`src/rtl/seg7_digit_scanner.sv`:
```
// rtl/seg7_digit_scanner.sv - multiplexed common-anode 7-segment scanner with frame-committed double buffer
// Optional leading-zero suppression: define SEG7_LZS_EN.
module seg7_digit_scanner #(
  parameter int NUM_DIGITS   = 4,
  parameter int PRESCALE     = 50000,
  parameter int BLANK_CYCLES = 16
) (
  input  logic                    clk,
  input  logic                    rst,
  input  logic [4*NUM_DIGITS-1:0] value_in,
  input  logic                    value_load,
  input  logic [NUM_DIGITS-1:0]   dp_in,
  output logic [3:0]              nibble_out,
  output logic                    dp_out,
  output logic [NUM_DIGITS-1:0]   digit_en_n,
  output logic                    frame_tick
);

  localparam int CW = (PRESCALE > 1) ? $clog2(PRESCALE) : 1;
  localparam int IW = (NUM_DIGITS > 1) ? $clog2(NUM_DIGITS) : 1;
  localparam logic [CW-1:0] CNT_MAX = CW'(PRESCALE - 1);
  localparam logic [CW-1:0] BLANK_END = CW'(BLANK_CYCLES);
  localparam logic [IW-1:0] IDX_MAX = IW'(NUM_DIGITS - 1);

  if (PRESCALE < 2) begin : g_bad_prescale
    $error("seg7_digit_scanner: PRESCALE must be >= 2");
  end
  if (BLANK_CYCLES >= PRESCALE) begin : g_bad_blank
    $error("seg7_digit_scanner: BLANK_CYCLES must be < PRESCALE");
  end

  typedef enum logic {ST_BLANK, ST_DRIVE} state_t;

  state_t                  state_q, state_d;
  logic [CW-1:0]           cnt_q, cnt_d;
  logic [IW-1:0]           idx_q, idx_d;
  logic [4*NUM_DIGITS-1:0] pending_q, pending_d, active_q, active_d;
  logic [NUM_DIGITS-1:0]   pending_dp_q, pending_dp_d, active_dp_q, active_dp_d;
  logic                    pending_valid_q, pending_valid_d;
  logic [3:0]              nibble_q, nibble_d;
  logic                    dp_q, dp_d;
  logic [NUM_DIGITS-1:0]   en_n_q, en_n_d;
  logic                    tick_q, tick_d;
  logic                    cnt_wrap, boundary, lit_d;

  always_comb begin
    cnt_wrap        = (cnt_q == CNT_MAX);
    boundary        = cnt_wrap && (idx_q == IDX_MAX);
    cnt_d           = cnt_wrap ? '0 : cnt_q + CW'(1);
    idx_d           = idx_q;
    if (cnt_wrap) idx_d = (idx_q == IDX_MAX) ? '0 : idx_q + IW'(1);

    pending_d       = pending_q;
    pending_dp_d    = pending_dp_q;
    pending_valid_d = pending_valid_q;
    active_d        = active_q;
    active_dp_d     = active_dp_q;
    // A load on the boundary edge bypasses pending so it shows in the new frame.
    if (boundary) begin
      pending_valid_d = 1'b0;
      if (value_load) begin
        active_d    = value_in;
        active_dp_d = dp_in;
      end else if (pending_valid_q) begin
        active_d    = pending_q;
        active_dp_d = pending_dp_q;
      end
    end else if (value_load) begin
      pending_d       = value_in;
      pending_dp_d    = dp_in;
      pending_valid_d = 1'b1;
    end
  end

`ifdef SEG7_LZS_EN
  logic [IW-1:0] top_d;
  // Highest digit that must stay lit: nonzero nibble or requested decimal point.
  always_comb begin
    top_d = '0;
    for (int k = 0; k < NUM_DIGITS; k++) begin
      if ((active_d[4*k +: 4] != 4'h0) || active_dp_d[k]) top_d = IW'(k);
    end
    lit_d = (idx_d <= top_d);
  end
`else
  assign lit_d = 1'b1;
`endif

  always_comb begin
    state_d = state_q;
    case (state_q)
      ST_BLANK: if (cnt_d >= BLANK_END) state_d = ST_DRIVE;
      ST_DRIVE: if (cnt_d < BLANK_END) state_d = ST_BLANK;
      default:  state_d = ST_BLANK;
    endcase

    nibble_d = 4'h0;
    dp_d     = 1'b0;
    en_n_d   = '1;
    for (int k = 0; k < NUM_DIGITS; k++) begin
      if (idx_d == IW'(k)) begin
        nibble_d = active_d[4*k +: 4];
        dp_d     = active_dp_d[k];
        if (state_d == ST_DRIVE && lit_d) en_n_d[k] = 1'b0;
      end
    end
    tick_d = boundary;
  end

  always_ff @(posedge clk or posedge rst) begin
    if (rst) begin
      state_q         <= ST_BLANK;
      cnt_q           <= '0;
      idx_q           <= '0;
      pending_q       <= '0;
      pending_dp_q    <= '0;
      pending_valid_q <= 1'b0;
      active_q        <= '0;
      active_dp_q     <= '0;
      nibble_q        <= 4'h0;
      dp_q            <= 1'b0;
      en_n_q          <= '1;
      tick_q          <= 1'b0;
    end else begin
      state_q         <= state_d;
      cnt_q           <= cnt_d;
      idx_q           <= idx_d;
      pending_q       <= pending_d;
      pending_dp_q    <= pending_dp_d;
      pending_valid_q <= pending_valid_d;
      active_q        <= active_d;
      active_dp_q     <= active_dp_d;
      nibble_q        <= nibble_d;
      dp_q            <= dp_d;
      en_n_q          <= en_n_d;
      tick_q          <= tick_d;
    end
  end

  assign nibble_out = nibble_q;
  assign dp_out     = dp_q;
  assign digit_en_n = en_n_q;
  assign frame_tick = tick_q;

endmodule
```
`config.mk`:
```
export PLATFORM = sky130hd
export DESIGN_NAME = seg7_digit_scanner
export DESIGN_NICKNAME = d
export VERILOG_FILES = /design/src/rtl/seg7_digit_scanner.sv
export SDC_FILE = /design/constraint.sdc
export NUM_CORES = 1
export LEC_CHECK = 0
export ABC_AREA = 1
export BUFFER_PORTS_ARGS = -buffer_cell sky130_fd_sc_hd__clkbuf_2
export CAP_MARGIN = 20
export CORE_MARGIN = 1.5
export CORE_UTILIZATION = 35
export DETAILED_ROUTE_END_ITERATION = 16
export SYNTH_ARGS = -nofsm -noshare
export SYNTH_HDL_FRONTEND = slang
export SYNTH_SLANG_ARGS = --single-unit
```
`constraint.sdc`:
```
create_clock -name clk -period 6.05 [get_ports clk]
set_input_delay 0.605 -clock clk [delete_from_list [all_inputs] [get_ports clk]]
set_output_delay 0.605 -clock clk [all_outputs]
set_load 0.1 [all_outputs]
```
==> results_dict.tcl <==
set metrics [dict create \
    outcome "completed" \
    cts.clk_slew.worst_paths_ps 70 \
    ios 33 \
    coreArea_um2 10300 \
    syn_nets 532 \
    yosysSeqAreaShare_pct 46.6 \
    power.density_nw_per_um2 225 \
    cpPeakStageDelay_ps 510 \
    clock_latency_ps 340 \
    grt_pass1_wl_um 14200 \
    drt_iter0_drc 157 \
    cts.root.buffer_cell "clkbuf_8" \
    dieArea_um2 11200 \
    postCtsHoldBufs 0 \
    tns_ps 0 \
    drt_pass1_iterations 4 \
    hp-class "reg2reg" \
    critPathArrivalTime_ps 2450 \
    cts.htree.levels 3 \
    cpMostUsedCell "nand2_2" \
    period_needed_ps 2230 \
    antenna_cells 0 \
    cp_top_family "simple AND/OR/NAND/NOR gates" \
    grtUsageTotal_pct 15.9 \
    fillCellCount 1069 \
    grt_pass1_vias 3107 \
    ys_types 32 \
    cp_slowest_cell "nand2_2" \
    portBuffers 32 \
    ir_drop_mv 0.121 \
    cp-start-kind "register" \
    start_util_pct 36.0 \
    multi_input_area_um2 1640 \
    dieHeight_um 106 \
    cp-end-kind "register" \
    cts-resized-gates 0 \
    hold_ws_ps 488 \
    final_hold_viol_count 0 \
    fin_nets 564 \
    dp_hpwl_um 5760 \
    register_area_um2 1730 \
    cts_buffer_depth 2 \
    drive_gt1_share_pct 17.3 \
    rsz0062_at_grt "no" \
    critical_path_class "reg2reg" \
    num_rows 37 \
    routedWlPerCell_um 11.8 \
    finalSetupViolations 0 \
    synth-compound-area-share_pct 7.07 \
    maxSlewViolCount 0 \
    ant_nets 0 \
    fmax_mhz 448 \
    cts_buffers 9 \
    vias 3115 \
    crit_chain "ha_1, nand2_2, inv_2, nand2_4, nor2_4, nand3_4, nand2_2, mux2_2" \
    grt_antenna_before_repair 0 \
    drv_cap 0 \
    cts_tree "yes" \
    fin_worst_skew_ps 11.0 \
    p_leak_nw 2.14 \
    cp_num_buf_inv 1 \
    synth_cells 507 \
    path_max_fanout 36 \
    muxShareOfSynthArea_pct 1.21 \
    areaGrowthSynthToFinish_pct 12.9 \
    worstPathRequired_ps 6270 \
    grt_max_degree 70 \
    post_cts.repair.setup_buffers 0 \
    cp-startpoint "cnt_q[0]$_DFF_PP0_" \
    vias_per_cell 4.59 \
    netlist_area_um2 3710 \
    gp_congestion 0.850 \
    max_slew_margin_pct 41.8 \
    gr-total-overflow 0 \
    synth_top_family_by_area "simple AND/OR/NAND/NOR gates" \
    synth_simple_gate_area_share_pct 34.5 \
    synth_adder_area_share_pct 0.674 \
    cts.sinks 69 \
    worst_slew_pin_slew_ps 873 \
    synth-seq-cells 69 \
    drc 0 \
    syn_area_per_cell_um2 7.33 \
    yosys_warnings 0 \
    rr_startpoint "cnt_q[0]$_DFF_PP0_" \
    post-route-period-util_pct 36.9 \
    routed_wl_um 7980 \
    fp.dieW_um 106 \
    worstHoldStart "cnt_q[0]$_DFF_PP0_" \
    synth-xor-area-share_pct 0.707 \
]
==> cells by family after synthesis <==
| family | count (synthesis) |
|---|---|
| AND/OR/NAND/NOR | 296 |
| adder cells (fa/ha/maj) | 2 |
| flip-flops | 69 |
| multiplexers | 4 |
| XOR/XNOR | 3 |
| AO/OA/AOI/OAI | 49 |
| buffers and inverters | 84 |
==> metrics by stage <==
stage,util (%),setup slack (ps),std cells,power [mW],cell area (um^2)
floorplan,-,3710,507,0.530,3710
global placement,38.6,3860,664,0.546,3980
detailed placement,38.6,3780,664,0.548,3980
CTS,40.6,3770,679,0.959,4200
global route,40.6,3570,679,0.987,4200
finish,40.6,3820,679,0.945,4200
==> routing by layer <==
layer	global-route usage [%]	wire, um	part of all wire, %
met2	24.7	3530	44
met4	6.37	87	1.1
met3	2.21	233	2.9
met5	0	0	0
met1	22.5	4130	52
==> path summary, 6_finish.rpt <==
check                      slack (ps)                       end  cells after the start
setup / recovery                 3820  pending_q[6]$_DFFE_PP0P_                      8
hold / removal                    490        cnt_q[0]$_DFF_PP0_                      1
setup reg to reg                 3820  pending_q[6]$_DFFE_PP0P_                      8
hold reg to reg                   490        cnt_q[0]$_DFF_PP0_                      1
max in group asynchronous        4980    active_q[14]$_DFF_PP0_                      3
min in group asynchronous         510  pending_q[4]$_DFFE_PP0P_                      3
==> power breakdown <==
group	switching, mW	internal, mW
Sequential	0.00662	0.474
Combinational	0.0354	0.0217
Clock	0.178	0.230
Total	0.220	0.725
==> flip-flops by register name (all words and copies together) (netlist names) <==
register and flops:
digit_en_n 4, dp_out 1, pending_q 16, pending_dp_q 4
active_q 16, frame_tick 1, cnt_q 16, active_dp_q 4
pending_valid_q 1, idx_q 2, nibble_out 4
==> cells in the final DEF (no fill, tap or decap) <==
cell type,Yosys,routed
clkinv_1,1,1
clkbuf_8,0,9
clkinvlp_4,0,2
nor2_4,5,5
o22ai_1,2,2
nand3b_1,2,2
nor3_1,1,1
ha_1,2,2
nand2_1,200,200
bufinv_16,0,2
nand3_4,1,1
dfstp_2,4,4
nand3_2,1,1
o21ai_1,3,3
clkinv_4,0,1
buf_4,2,1
clkbuf_2,0,32
inv_1,65,64
clkinv_2,1,2
a21oi_1,2,2
nor2_1,39,39
nand3_1,21,21
xor2_1,3,3
inv_2,5,6
nand2_2,9,9
mux2_2,4,4
o21ai_2,4,4
nor3_2,1,1
nand4_1,6,6
o21ai_0,38,38
nand2_4,2,2
nor2_2,8,8
dfrtp_1,65,65
==> cell type report <==
type	instances	share of cell area [%]
clock buffers	9	2.95
flip-flops and latches	69	41.3
multi-input cells	354	39.1
clock inverters	6	2.12
repair buffers	33	4.00
inverters	72	6.47
well taps	136	4.06
==> worst register-to-register path, stage by stage, from the launching register on <==
cell and delay (ps):
dfrtp_1 390, ha_1 190, nand2_2 100, inv_2 90
nand2_4 70, nor2_4 170, nand3_4 200, nand2_2 510
mux2_2 400
==> synthesized netlist by cell type (all sizes together) <==
cell type | n | share of area [%]
inv | 70 | 7.1
clkinv | 2 | 0.24
buf | 7 | 1.4
nand2 | 211 | 22
xor2 | 3 | 0.71
o21ai | 45 | 6.5
nand3b | 2 | 0.40
dfstp | 4 | 2.8
nand3 | 23 | 3.6
nor2 | 52 | 6.8
mux2 | 4 | 1.2
nand4 | 6 | 1.0
o22ai | 2 | 0.34
dfrtp | 65 | 44
a21oi | 2 | 0.27
clkbuf | 5 | 0.51
nor3 | 2 | 0.40
ha | 2 | 0.67
Note: power is estimated with default switching activity, not from simulation.
